File: config.mk
export PLATFORM = sky130hd
export DESIGN_NAME = reg_file
export DESIGN_NICKNAME = d
export VERILOG_FILES = /design/src/rtl/reg_pkg.sv /design/src/rtl/reg_word.sv /design/src/rtl/reg_file.sv
export SDC_FILE = /design/constraint.sdc
export NUM_CORES = 1
export LEC_CHECK = 0
export BUFFER_PORTS_ARGS = -buffer_cell sky130_fd_sc_hd__clkbuf_2
export CAP_MARGIN = 40
export CELL_PAD_IN_SITES_DETAIL_PLACEMENT = 1
export CELL_PAD_IN_SITES_GLOBAL_PLACEMENT = 2
export CORE_UTILIZATION = 42
export DETAILED_ROUTE_END_ITERATION = 6
export PLACE_DENSITY = 0.94
export SYNTH_ARGS = -nofsm -noshare
export SYNTH_HDL_FRONTEND = slang
export SYNTH_SLANG_ARGS = --single-unit
File: constraint.sdc
create_clock -name clk -period 4.8 [get_ports clk]
set_input_delay 0.48 -clock clk [delete_from_list [all_inputs] [get_ports clk]]
set_output_delay 0.48 -clock clk [all_outputs]
set_load 0.01 [all_outputs]
File: src/rtl/reg_pkg.sv
// Shared types and default geometry for the addressable register file.
package reg_pkg;

  localparam int DEF_WIDTH = 16;
  localparam int DEF_DEPTH = 8;

  typedef enum logic [0:0] {
    IDLE  = 1'b0,
    CLEAR = 1'b1
  } clr_state_t;

endpackage

File: src/rtl/reg_word.sv
// Single loadable storage word with asynchronous active-low clear and a
// complemented copy of its contents.
module reg_word
  import reg_pkg::*;
#(
  parameter int WIDTH = DEF_WIDTH
) (
  input  logic             clk,
  input  logic             rst_n,
  input  logic             load_i,
  input  logic [WIDTH-1:0] d_i,
  output logic [WIDTH-1:0] out_o,
  output logic [WIDTH-1:0] out_compl_o
);

  logic [WIDTH-1:0] val_q;

  always_ff @(posedge clk or negedge rst_n) begin
    if (!rst_n) begin
      val_q <= '0;
    end else if (load_i) begin
      val_q <= d_i;
    end
  end

  assign out_o       = val_q;
  assign out_compl_o = ~val_q;

endmodule

File: src/rtl/reg_file.sv
// DEPTH x WIDTH register file: one write port, two registered read ports and a
// word-per-cycle clear sequencer. Define REG_FILE_BYPASS_EN for write-through reads.
module reg_file
  import reg_pkg::*;
#(
  parameter  int WIDTH = DEF_WIDTH,
  parameter  int DEPTH = DEF_DEPTH,
  localparam int AW    = $clog2(DEPTH)
) (
  input  logic             clk,
  input  logic             rst_n,
  input  logic             we,
  input  logic [AW-1:0]    waddr,
  input  logic [WIDTH-1:0] wdata,
  input  logic             re_a,
  input  logic [AW-1:0]    raddr_a,
  output logic [WIDTH-1:0] rdata_a,
  output logic [WIDTH-1:0] rdata_a_compl,
  input  logic             re_b,
  input  logic [AW-1:0]    raddr_b,
  output logic [WIDTH-1:0] rdata_b,
  output logic [WIDTH-1:0] rdata_b_compl,
  input  logic             clr,
  output logic             busy
);

  localparam logic [AW-1:0] LAST_IDX = AW'(DEPTH - 1);

  clr_state_t       state_q, state_d;
  logic [AW-1:0]    cnt_q, cnt_d;
  logic             wr_ok;
  logic [WIDTH-1:0] word_val   [DEPTH];
  logic [WIDTH-1:0] word_compl [DEPTH];
  logic [WIDTH-1:0] rdata_a_d, rdata_b_d;

  function automatic logic in_range(input logic [AW-1:0] addr);
    return 32'(addr) < DEPTH;
  endfunction

  assign busy = (state_q == CLEAR);
  // A clear request wins over a write issued in the same idle cycle.
  assign wr_ok = we && (state_q == IDLE) && !clr && in_range(waddr);

  always_comb begin
    state_d = state_q;
    cnt_d   = cnt_q;
    case (state_q)
      IDLE: begin
        if (clr) begin
          state_d = CLEAR;
          cnt_d   = '0;
        end
      end
      CLEAR: begin
        if (cnt_q == LAST_IDX) begin
          state_d = IDLE;
          cnt_d   = '0;
        end else begin
          cnt_d = cnt_q + 1'b1;
        end
      end
      default: state_d = IDLE;
    endcase
  end

  always_ff @(posedge clk or negedge rst_n) begin
    if (!rst_n) begin
      state_q <= IDLE;
      cnt_q   <= '0;
    end else begin
      state_q <= state_d;
      cnt_q   <= cnt_d;
    end
  end

  for (genvar i = 0; i < DEPTH; i++) begin : g_word
    logic clr_hit;
    logic load;

    assign clr_hit = busy && (cnt_q == AW'(i));
    assign load    = clr_hit || (wr_ok && (waddr == AW'(i)));

    reg_word #(.WIDTH(WIDTH)) u_word (
      .clk         (clk),
      .rst_n       (rst_n),
      .load_i      (load),
      .d_i         (clr_hit ? '0 : wdata),
      .out_o       (word_val[i]),
      .out_compl_o (word_compl[i])
    );

    // Storage words must always present an exact complement pair.
    always_comb begin
      assert (word_compl[i] == ~word_val[i]);
    end
  end

  always_comb begin
    rdata_a_d = '0;
    if (in_range(raddr_a)) begin
      rdata_a_d = word_val[raddr_a];
`ifdef REG_FILE_BYPASS_EN
      if (wr_ok && (raddr_a == waddr)) begin
        rdata_a_d = wdata;
      end
`endif
    end
  end

  always_comb begin
    rdata_b_d = '0;
    if (in_range(raddr_b)) begin
      rdata_b_d = word_val[raddr_b];
`ifdef REG_FILE_BYPASS_EN
      if (wr_ok && (raddr_b == waddr)) begin
        rdata_b_d = wdata;
      end
`endif
    end
  end

  reg_word #(.WIDTH(WIDTH)) u_rd_a (
    .clk         (clk),
    .rst_n       (rst_n),
    .load_i      (re_a),
    .d_i         (rdata_a_d),
    .out_o       (rdata_a),
    .out_compl_o (rdata_a_compl)
  );

  reg_word #(.WIDTH(WIDTH)) u_rd_b (
    .clk         (clk),
    .rst_n       (rst_n),
    .load_i      (re_b),
    .d_i         (rdata_b_d),
    .out_o       (rdata_b),
    .out_compl_o (rdata_b_compl)
  );

endmodule

# == Word level (Yosys, flattened, before mapping) ==
# Index checks and enable logic that the tools add are counted.
# op_classes
n_addsub,1
order_cmp,2
eq_ne,15
n_mux,20
n_bitwise,5
reduce_logical,29
# ops
op,count
two-way mux 16 bit,12
binary-select mux 16 bit (select 3 bit),2
NOT 16 bit,2
equality test 3 bit (second input constant),8
logical AND 1 bit,18
equality test 3 x 2 -> 1 bit (second input constant),4
>= comparator 4 bit (second input constant),2
logical OR 1 bit,8
NOT 3 -> 4 bit,2
equality test 3 x 1 -> 1 bit (second input constant),2
zero test 3 bit,2
two-way mux 3 bit,2
case mux 3 bit (2 select lines),1
adder 3 x 1 -> 3 bit (second input constant),1
two-way mux 1 bit,2
inequality test 2 bit (second input constant),1
case mux 1 bit (2 select lines),1
zero test 1 bit,1
NOT 1 bit,1
# word_totals
regBits,164
in_bits,31
out_inout_bits,65
wordCells,84

# == Longest topological paths before layout ==
# Gate-level depths: netlist (run 1).
# logic_depth
ltp_word,5
mapped_depth,7
depth_no_buf,5

# == Cells and area by module ==
# Synthesis (run 1) repeated with hierarchy kept, for this count alone.
# unflattened
cells_unflattened,795
hier_area_um2,10446.3
# modules_own_cells
mod,instances,cells_per_inst,area_per_inst_um2,seq_area_each_um2
reg_word,10,50,709.4,400.4
reg_file,1,295,3352.0,100.1

# == Worst setup path before layout (run 1) ==
# Ideal clock, no wire load.
# synth_path
path_type,input port to flip-flop
startpoint,input port raddr_a[0]
endpoint,"register u_rd_a.val_q[14], in the netlist u_rd_a.out_o[14]"
setup_time_ps,120
arrival_ps,1602
required_ps,4680
slack_ps,3077
path_stages,6
n_path_buf,3
cell_sequence,buf_2 -> clkbuf_1 -> buf_4 -> mux2i_1 -> nand3_1 -> a41o_1
# synth_between
elab_chain_cells,4
# synth_rtl
element,line_no,text
"start, declared",reg_file.sv:16,"input logic [AW-1:0] raddr_a,"
NOT 3 -> 4 bit (not written as such),reg_file.sv:101,rdata_a_d = word_val[raddr_a];
binary-select mux 16 bit (select 3 bit),reg_file.sv:101,
two-way mux 16 bit (not written as such) (2 in a row),reg_file.sv:101,
"end signal, assigned",reg_word.sv:22,val_q <= d_i;
"end, declared",reg_word.sv:16,logic [WIDTH-1:0] val_q;
# Every way passes these cells. The select of a mux whose other input is x is not followed.
# A chain may end at the register's enable or synchronous reset.

# == Worst setup path after layout (run 1) ==
# layout_path
startpoint,"register state_q, in the netlist busy"
endpoint,register g_word[4].u_word.val_q[4]
# layout_between
elab_chain_cells,5
word_cells_on_any_way,7
cone_classes,1 x mux; 1 x bitwise; 5 x reduce/logical
# layout_rtl
element,line_no,text
"start, declared",reg_file.sv:29,"clr_state_t state_q, state_d;"
"start signal, assigned",reg_file.sv:71,state_q <= state_d;
NOT 1 bit,-,
logical AND 1 bit (2 in a row),reg_file.sv:42,assign wr_ok = we && (state_q == IDLE) && !clr && in_range(waddr);
logical AND 1 bit,reg_file.sv:81,assign load = clr_hit || (wr_ok && (waddr == AW'(i)));
logical OR 1 bit,reg_file.sv:81,
"end signal, assigned",reg_word.sv:22,
"end, declared",reg_word.sv:16,
# Parallel ways exist; a longest one is shown, timed or not.

==> metrics.md, run 1 <==
| Metric | Value |
|---|---|
| Status | complete, no violations |
| Peak VDD IR | 0.244 mV |
| Area after DPL | 9720 sq um |
| Final Non-Filler Cells | 1222 |
| Final worst slack | 2.60 ns |
| Final-stage net count | 972 |
| 1st-pass router iterations | 4 |
| Slew HR | 40.9% |
| Worst hold margin | 0.103 ns |
| Ys Warns | 0 |
| Overall power | 5.36 mW |
| Worst-margin pin slew | 0.884 ns |
| Core area | 21000 sq um |
| Synth unique cells | 29 |
| Layout cells sized above 1 | 16.3% |
| Synth Register Bits | 164 |
| Final Max Slew Viols | 0 |
| Max frequency | 0.454 GHz |
| Commonest non-fill, non-tap cell in the layout | mux2i_1 |
| Pre-CTS WS | 2.38 ns |
| Leak pwr | 5.73 nW |
| Crit path DAT | 2.53 ns |
| Mapped Avg Cell Area | 10.4 sq um |
| Post-synthesis sequential area ratio | 45.5% |
| Rows | 53 |
| Yosys top cell by area | dfrtp_1 |
| Final number of setup-violating endpoints | 0 |
| First-pass GRT wire length | 47800 um |
| Pin count of the biggest net entering global routing | 87 |
| Synth top area cells | dfrtp_1 45%, mux2i_1 25%, nand2_1 5.5%, a41o_1 3.5%, a211o_1 3.1% |
| GPL Wtd Cong | 0.798 |
| Crit path required time | 5.13 ns |
| Setup TNS | 0 ns |
| Die height | 149 um |
| Worst Skew | 0.0114 ns |
| Port bufs | 95 |
| CP max FO | 18 |
| Antenna cell count | 0 |
| Endpoint type of the worst setup path | register |
| Via count | 7403 |
| Clock transition at the registers of the reported paths | 0.06 ns |
| Post-cts resize count | 0 |
| Synthesized cell area | 9020 sq um |
| Skew-Pair Late Insertion Delay | 0.44 ns |
| Ports | 96 |
| H-tree Lvls | 4 |
| Die area | 22100 sq um |
| Flop pwr share | 41.3% |
| MaxCap Viol Count | 0 |
| Initial Util | 42.9% |
| Post-route ant nets | 0 |
| Average wire per standard cell | 25.3 um |
| Setup bufs post-CTS | 0 |
| Via/cell ratio | 6.06 |
| Combinational share of power | 28.9% |
| Clk network pwr share | 29.8% |
| GRT overflow | 0 |
| CTS Buf Count | 17 |
| Cell Pwr Density | 516 nW/um^2 |
| Area grow syn2layout | 15.2% |
| Crit path kind | register to register |
| Most frequent cells in the layout | 225 x mux2i_1, 164 x dfrtp_1, 132 x nand2_1 |
| Die W | 149 um |
| Drt total wl | 30900 um |
| Post-Synthesis Cells | 864 |
| # DRC | 0 |
| CTS sink count | 164 |
| DR iter-0 viols | 522 |
| CTS Buffer Depth | 2 |
| Hold Buf Count CTS | 0 |
| Hold Crit Class | input port to asynchronous set/reset pin |
| CTS root buf | clkbuf_16 |
| RSZ-0062 raised after global routing | false |
| Worst setup SP type | register |
| Switching power | 1.94 mW |
| Post-layout util | 49.4% |
| Dpl hpwl | 19900 um |
| CTS tree | yes |
| Placed cell count | 1191 |
| Initial antenna violation count | 0 |
| Sw Share | 36.1% |
| Final Cycle Share | 45.9% |
| Vias in the first global route | 7916 |
| Final min period | 2.20 ns |
| Int Pwr | 3.42 mW |
| Share of the synthesized area in the top cell type | 45.5% |
| Syn nets | 901 |
| Finished Cell Area | 10400 sq um |
| GRT Total Usage | 29.3% |
| Final Hold Fails | 0 |
-- logic make-up (layout without fill, tap and decap cells) --
logic type / after synthesis / in the layout / share of synthesized area [%]
buf+inv: 115 / 198 / 6.25
mux: 225 / 225 / 25.0
flops: 164 / 164 / 45.5
fa+ha+maj: 6 / 6 / 0.832
simple gates: 255 / 255 / 12.9
compound gates: 99 / 99 / 9.57
-- final timing paths --
path / start / endpoint / slack, ns / cells after the start
setup / recovery: busy$_DFF_PN0_ / g_word[4].u_word.out_o[4]$_DFFE_PN0P_ / 2.60 / 3
hold / removal: rst_n / g_word[4].u_word.out_o[10]$_DFFE_PN0P_ / 0.10 / 1
setup reg to reg: busy$_DFF_PN0_ / g_word[4].u_word.out_o[4]$_DFFE_PN0P_ / 2.60 / 3
hold reg to reg: g_word[4].u_word.out_o[11]$_DFFE_PN0P_ / g_word[4].u_word.out_o[11]$_DFFE_PN0P_ / 0.54 / 2
max in group asynchronous: rst_n / u_rd_a.out_o[1]$_DFFE_PN0P_ / 3.52 / 2
min in group clk: clr / cnt_q[2]$_DFFE_PN0P_ / 0.36 / 2
-- flip-flops by register name, summed over array words and instances, names as in the netlist --
signal               flops
busy                     1
g_word.u_word.out_o    128
u_rd_a.out_o            16
u_rd_b.out_o            16
cnt_q                    3
-- worst max-delay path, stage by stage, from the launching register on --
cell     delay (ns)
dfrtp_1        0.59
nor3b_4        0.39
nand3_2        0.68
mux2i_1        0.42
-- per-layer routing --
| metal | share of wire, % | track usage [%] | vias to the layer above |
|---|---|---|---|
| li1 | - | - | 3169 |
| met1 | 42 | 37.8 | 3850 |
| met2 | 48 | 47.5 | 296 |
| met3 | 5.8 | 4.94 | 88 |
| met4 | 3.9 | 14.3 | 0 |
| met5 | 0 | 0 | - |
-- final cells by class --
cell class | count | area, sq um
Clock buffer | 19 | 453
Timing Repair Buffer | 115 | 718
Clock inverter | 12 | 225
Inverter | 52 | 195
Tap cell | 275 | 344
Sequential cell | 164 | 4100
Multi-Input combinational cell | 585 | 4360
Fill cell | 2339 | 10600
-- power groups by stage --
stage / clock network, mW / logic [mW] / registers, mW
3_3_place_gp: 0 / 1.38 / 2.19
3_5_place_dp: 0 / 1.51 / 2.21
5_1_grt: 1.66 / 1.69 / 2.25
4_1_cts: 1.61 / 1.55 / 2.20
2_1_floorplan: 0 / 0.964 / 2.08
6_report: 1.60 / 1.55 / 2.21
-- synth_stat cells, drive strengths merged --
library cell	count
a211o	32
a22oi	32
a41o	32
and3b	1
and4	2
buf	43
clkbuf	20
dfrtp	164
ha	6
inv	52
mux2i	225
nand2	136
nand2b	3
nand3	37
nand3b	3
nor2	36
nor2b	34
nor3	1
nor3b	2
o31ai	3
Power figures use the tool's default switching activity.
==> run 2: changes to the inputs <==
- CORE_UTILIZATION: 42 -> 35
- PLACE_DENSITY: 0.94 -> 0.85
- clock period: 4.8 -> 1.95 ns (I/O delays scaled with it)
==> run 2 against run 1 <==
Cell area up 2.6%. Clock-buffer cell count up 2. Total power up 140%. Clock skew about the same. Critical path depth unchanged. Die area up 20%. Worst setup slack worse by 2.3 ns. Via count down 4.3%. Clock power up 130%. Fmax up 37%. Sequential share of layout area down 0.98 points.
==> metrics.md, run 2 (synthesized netlist as in run 1, its figures left out) <==
| Metric | Value |
|---|---|
| Status | complete, no violations |
| Switching power | 4.60 mW (+140%) |
| Setup TNS | 0 ns (unchanged) |
| H-tree Lvls | 4 (unchanged) |
| Pin count of the biggest net entering global routing | 45 (-48%) |
| Via/cell ratio | 5.42 (-10%) |
| Vias in the first global route | 7539 (-4.8%) |
| Layout cells sized above 1 | 18.5% (+2.3 points) |
| Via count | 7085 (-4.3%) |
| Int Pwr | 8.23 mW (+140%) |
| CTS sink count | 164 (unchanged) |
| Initial Util | 35.7% (-7.2 points) |
| First-pass GRT wire length | 46300 um (-3.1%) |
| Worst setup SP type | register |
| Endpoint type of the worst setup path | register |
| Cell chain of the critical path | and3b_1 -> and4_4 -> mux2i_1 |
| Crit. Startpoint | busy$_DFF_PN0_ |
| Core area | 25300 sq um (+20%) |
| Final Cycle Share | 82.7% (+37 points) |
| # DRC | 0 (unchanged) |
| Area grow syn2layout | 18.1% |
| 1st-pass router iterations | 5 (+1) |
| Setup bufs post-CTS | 0 (unchanged) |
| Post-route ant nets | 0 (unchanged) |
| Average wire per standard cell | 22.9 um (-9.3%) |
| Flop pwr share | 41.4% (about the same) |
| DR iter-0 viols | 403 (-23%) |
| Max reg flops | 128 (unchanged) |
| Crit path kind | register to register |
| CTS Buf Count | 17 (unchanged) |
| Final number of setup-violating endpoints | 0 (unchanged) |
| Die area | 26400 sq um (+20%) |
| Die height | 163 um (+9.4%) |
| Clock transition at the registers of the reported paths | 0.07 ns (about the same) |
| Most frequent cells in the layout | 225 x mux2i_1, 164 x dfrtp_1, 132 x nand2_1 |
| Sw Share | 35.9% (-0.30 points) |
| Crit path required time | 2.29 ns (-2.84 ns) |
| CTS Buffer Depth | 2 (unchanged) |
| Slew HR | 65.6% (+25 points) |
| MaxCap Viol Count | 0 (unchanged) |
| Peak VDD IR | 0.693 mV (+180%) |
| Final Max Slew Viols | 0 (unchanged) |
| Combinational share of power | 29.8% (+0.9 points) |
| Worst-margin pin slew | 0.517 ns (-0.368 ns) |
| Final-stage net count | 1000 (+2.9%) |
| Drt total wl | 29900 um (-3.0%) |
| CTS root buf | clkbuf_16 |
| Critical path's slowest cell | and4_4 |
| GPL Wtd Cong | 0.806 (+1.0%) |
| Worst Skew | 0.0112 ns (-0.000129 ns) |
| Hold Crit Class | input port to register |
| GRT overflow | 0 (unchanged) |
| Cell Pwr Density | 1200 nW/um^2 (+130%) |
| Commonest non-fill, non-tap cell in the layout | mux2i_1 |
| Initial antenna violation count | 2 (+2) |
| Antenna cell count | 0 (unchanged) |
| Ports | 96 (unchanged) |
| Skew-Pair Late Insertion Delay | 0.43 ns (about the same) |
| Slowest cell delay on critical path | 0.51 ns (-0.17 ns) |
| Overall power | 12.8 mW (+140%) |
| CP max FO | 16 (-2) |
| Reg-to-reg slack, setup | 0.34 ns (-2.26 ns) |
| Hold wc startpoint | clr |
| Final Hold Fails | 0 (unchanged) |
| Rows | 58 (+9.4%) |
| Final min period | 1.61 ns (-0.592 ns) |
| CTS tree | yes |
| GRT Total Usage | 23.5% (-5.7 points) |
| Die W | 163 um (+9.4%) |
| Crit path DAT | 1.95 ns (-0.58 ns) |
| RSZ-0062 raised after global routing | false |
| R2r startpoint | busy$_DFF_PN0_ |
| Max frequency | 0.620 GHz (+37%) |
| Leak pwr | 5.85 nW (+2.1%) |
| Clk network pwr share | 28.9% (-0.9 points) |
| Port bufs | 95 (unchanged) |
| Fillers | 2851 (+22%) |
| Dpl hpwl | 20800 um (+4.4%) |
==> run 2: cell types whose count changed in the layout (fill, tap and decap cells not counted), sizes merged <==
cell,change
clkinvlp,-2
clkbuf,+2
dlygate4sd3,+1
bufinv,-2
clkinv,+3
buf,+27
==> run 2: what timing repair did <==
action / 4_1_cts / 5_1_grt
hold buffers: 1 / 0
resized for setup: 0 / 0
hold endpoints to repair: 39 / 0
==> run 2: metal layers <==
metal | track usage, % | routed length (um)
met1 | 29.8 | 12900
met2 | 39.2 | 14700
met3 | 4.35 | 1310
met4 | 10.1 | 994
met5 | 0 | 27
==> run 2: area by class of cell <==
class	count	area, sq um	share of cell area (%)
repair buffers	143	950	8.91
flip-flops and latches	164	4100	38.5
inverters	52	195	1.83
well taps	330	413	3.87
multi-input cells	585	4360	40.9
clock buffers	21	470	4.41
clock inverters	11	173	1.62
==> run 2: worst paths after layout <==
check / cells past startpoint / end
min in group asynchronous: 2 / g_word[2].u_word.out_o[10]$_DFFE_PN0P_
hold reg to reg: 2 / g_word[4].u_word.out_o[9]$_DFFE_PN0P_
setup / recovery: 3 / g_word[7].u_word.out_o[6]$_DFFE_PN0P_
max in group asynchronous: 3 / g_word[6].u_word.out_o[3]$_DFFE_PN0P_
hold / removal: 2 / cnt_q[0]$_DFFE_PN0P_
setup reg to reg: 3 / g_word[7].u_word.out_o[6]$_DFFE_PN0P_
==> run 2: critical path, delay by kind of cell (launching register included) <==
| family | cells | cell delay (ns) |
|---|---|---|
| flip-flops | 1 | 0.42 |
| multiplexers | 1 | 0.25 |
| AND/OR/NAND/NOR | 2 | 0.85 |
==> run 2: through the flow <==
step	hold slack, ns	std cells	util [%]	cell area [sq um]	setup WS (ns)
after floorplan	-0.101	864	-	9020	0.360
after CTS	0.0446	1306	42.2	10700	0.321
final	0.0480	1306	42.2	10700	0.338
after detailed placement	0.167	1273	39.6	10000	0.322
after global placement	0.166	1273	39.6	10000	0.326
after global routing	0.0895	1306	42.2	10700	0.245
==> run 2: power by group through the flow <==
stage | registers, mW | clock network (mW) | logic [mW]
floorplan | 5.13 | 0 | 2.37
global placement | 5.30 | 0 | 3.70
detailed placement | 5.35 | 0 | 3.83
CTS | 5.30 | 3.75 | 3.87
global route | 5.45 | 3.87 | 4.21
finish | 5.31 | 3.71 | 3.82
==> run 3: changes to the inputs <==
- clock period: 1.95 -> 1.47 ns (I/O delays scaled with it)
==> run 3 against run 2 <==
Cell area rose by 3.9%. Global-route usage is 0.44 points higher. Non-clock buffer count rose by 16. Critical endpoint is now g_word[5].u_word.out_o[5]$_DFFE_PN0P_. Clock power up 30%. Die area unchanged. Sequential power up 32%. Clock-buffer cell count shrank 2. Critical path type unchanged. Combinational power is 46% higher. Flip-flop and latch count did not move. Register-to-register slack got worse by 0.29 ns. Clock skew down 0.0029 ns.
==> metrics.md, run 3 (synthesized netlist as in run 1, its figures left out) <==
| Metric | Value |
|---|---|
| Flop pwr share | 40.3% (-1.1 points) |
| Max frequency | 0.701 GHz (+13%) |
| Status | complete, no violations |
| Clock transition at the registers of the reported paths | 0.06 ns (about the same) |
| Post-route ant nets | 0 (unchanged) |
| 1st-pass router iterations | 6 (+1) |
| Crit path kind | register to register |
| Register area | 4110 sq um (about the same) |
| Final Cycle Share | 97.0% (+14 points) |
| Worst Skew | 0.00831 ns (-0.00294 ns) |
| Slew HR | 70.4% (+4.9 points) |
| Rows | 58 (unchanged) |
| CTS sink count | 164 (unchanged) |
| Final-stage net count | 1016 (+1.6%) |
| Switching power | 6.30 mW (+37%) |
| Drt total wl | 31200 um (+4.3%) |
| Average wire per standard cell | 23.6 um (+3.0%) |
| RSZ-0062 raised after global routing | true |
| Cell chain of the critical path | nor3b_4 -> and4_4 -> buf_12 -> mux2i_1 |
| Endpoint type of the worst setup path | register |
| Port bufs | 95 (unchanged) |
| CTS Buf Count | 17 (unchanged) |
| Hold Crit Class | input port to register |
| H-tree Lvls | 4 (unchanged) |
| Peak VDD IR | 0.892 mV (+29%) |
| Cell Pwr Density | 1570 nW/um^2 (+31%) |
| CTS root buf | clkbuf_16 |
| Int Pwr | 11.1 mW (+35%) |
| Leak pwr | 6.05 nW (+3.3%) |
| Via count | 7362 (+3.9%) |
| Final Max Slew Viols | 0 (unchanged) |
| GRT Total Usage | 24.0% (+0.44 points) |
| Layout cells sized above 1 | 20.5% (+1.9 points) |
| First-pass GRT wire length | 47100 um (+1.7%) |
| Via/cell ratio | 5.57 (+2.7%) |
| Die height | 163 um (unchanged) |
| Commonest non-fill, non-tap cell in the layout | mux2i_1 |
| Final Hold Fails | 0 (unchanged) |
| Die area | 26400 sq um (unchanged) |
| Dpl hpwl | 21000 um (+0.73%) |
| Finished Cell Area | 11100 sq um (+3.9%) |
| Core area | 25300 sq um (unchanged) |
| Area after DPL | 10300 sq um (+3.1%) |
| Pin count of the biggest net entering global routing | 42 (-6.7%) |
| Setup TNS | 0 ns (unchanged) |
| # DRC | 0 (unchanged) |
| Max reg flops | 128 (unchanged) |
| Slowest cell delay on critical path | 0.42 ns (-0.09 ns) |
| Combinational share of power | 32.0% (+2.2 points) |
| Worst setup SP type | register |
| Fillers | 2794 (-2.0%) |
| GRT overflow | 0 (unchanged) |
| Most frequent cells in the layout | 225 x mux2i_1, 163 x dfrtp_1, 130 x nand2_1 |
| Skew-Pair Late Insertion Delay | 0.44 ns (about the same) |
| Die W | 163 um (unchanged) |
| Final number of setup-violating endpoints | 0 (unchanged) |
| Area of the multi-input gates | 4370 sq um (+0.40%) |
| Worst hold margin | 0.0186 ns (-0.0294 ns) |
| Overall power | 17.4 mW (+36%) |
| GPL Wtd Cong | 0.798 (-1.1%) |
| Final min period | 1.43 ns (-0.186 ns) |
| Crit path DAT | 1.78 ns (-0.17 ns) |
| Worst-margin pin slew | 0.443 ns (-0.0731 ns) |
| Initial antenna violation count | 0 (-2) |
| Critical path's slowest cell | dfrtp_1 |
| Ports | 96 (unchanged) |
| MaxCap Viol Count | 0 (unchanged) |
| CP max FO | 8 (-8) |
| Antenna cell count | 0 (unchanged) |
| Crit path required time | 1.82 ns (-0.47 ns) |
| Clk network pwr share | 27.7% (-1.2 points) |
| Initial Util | 35.7% (unchanged) |
| Sw Share | 36.1% (+0.26 points) |
| DR iter-0 viols | 398 (-1.2%) |
| CTS Buffer Depth | 2 (unchanged) |
| CTS tree | yes |
| Area grow syn2layout | 22.8% |
| Vias in the first global route | 7800 (+3.5%) |
==> run 3: final timing paths <==
path,startpoint,end,slack [ns],depth (start not counted)
min in group asynchronous,rst_n,g_word[0].u_word.out_o[10]$_DFFE_PN0P_,0.20,2
max in group asynchronous,rst_n,g_word[7].u_word.out_o[1]$_DFFE_PN0P_,0.67,3
min reg2reg,g_word[4].u_word.out_o[2]$_DFFE_PN0P_,g_word[4].u_word.out_o[2]$_DFFE_PN0P_,0.54,2
max,busy$_DFF_PN0_,g_word[5].u_word.out_o[5]$_DFFE_PN0P_,0.04,4
min,clr,cnt_q[2]$_DFFE_PN0P_,0.02,2
max reg2reg,busy$_DFF_PN0_,g_word[5].u_word.out_o[5]$_DFFE_PN0P_,0.04,4
==> run 3: final cells by class <==
class / count / area share [%]
Clock buffer: 19 / 4.00
Clock inverter: 13 / 1.65
Inverter: 52 / 1.76
Multi-Input combinational cell: 585 / 39.5
Sequential cell: 164 / 37.1
Tap cell: 330 / 3.73
Timing Repair Buffer: 159 / 12.3
==> run 3: metal layers <==
layer	wire length [um]	vias to the layer above	track usage (%)
met5	0	-	0
met4	742	0	7.35
met3	1240	54	3.11
met2	15900	205	42.0
met1	13300	3840	30.6
li1	-	3263	-
==> run 3: timing repair <==
action | 4_1_cts | 5_1_grt
hold buffers | 1 | 0
hold endpoints to repair | 71 | 0
pin swaps | 1 | 2
setup endpoints to repair | 12 | 33
buffers inserted | 3 | 1
gates cloned | 0 | 2
gates resized for setup | 0 | 8
==> run 3: critical path, delay by kind of cell (launching register included) <==
kind,cells,cell delay [ns]
simple gates,2,0.51
buf+inv,1,0.18
flops,1,0.42
mux,1,0.22
==> run 3: power groups by stage <==
stage / registers, mW / clock network (mW) / logic, mW
after floorplan: 6.80 / 0 / 3.15
after global routing: 7.18 / 5.03 / 6.06
after detailed placement: 7.05 / 0 / 5.38
after global placement: 6.97 / 0 / 5.16
after CTS: 6.99 / 4.85 / 5.45
final: 7.03 / 4.83 / 5.59
==> run 3: per-stage QoR <==
stage               utilization, %  setup WS (ns)  cells
global placement              40.9         0.0620   1283
floorplan                        -         -0.108    864
detailed placement            40.9        -0.0124   1283
finish                        43.9         0.0442   1322
global route                  43.9        -0.0199   1322
CTS                           43.6         0.0162   1319
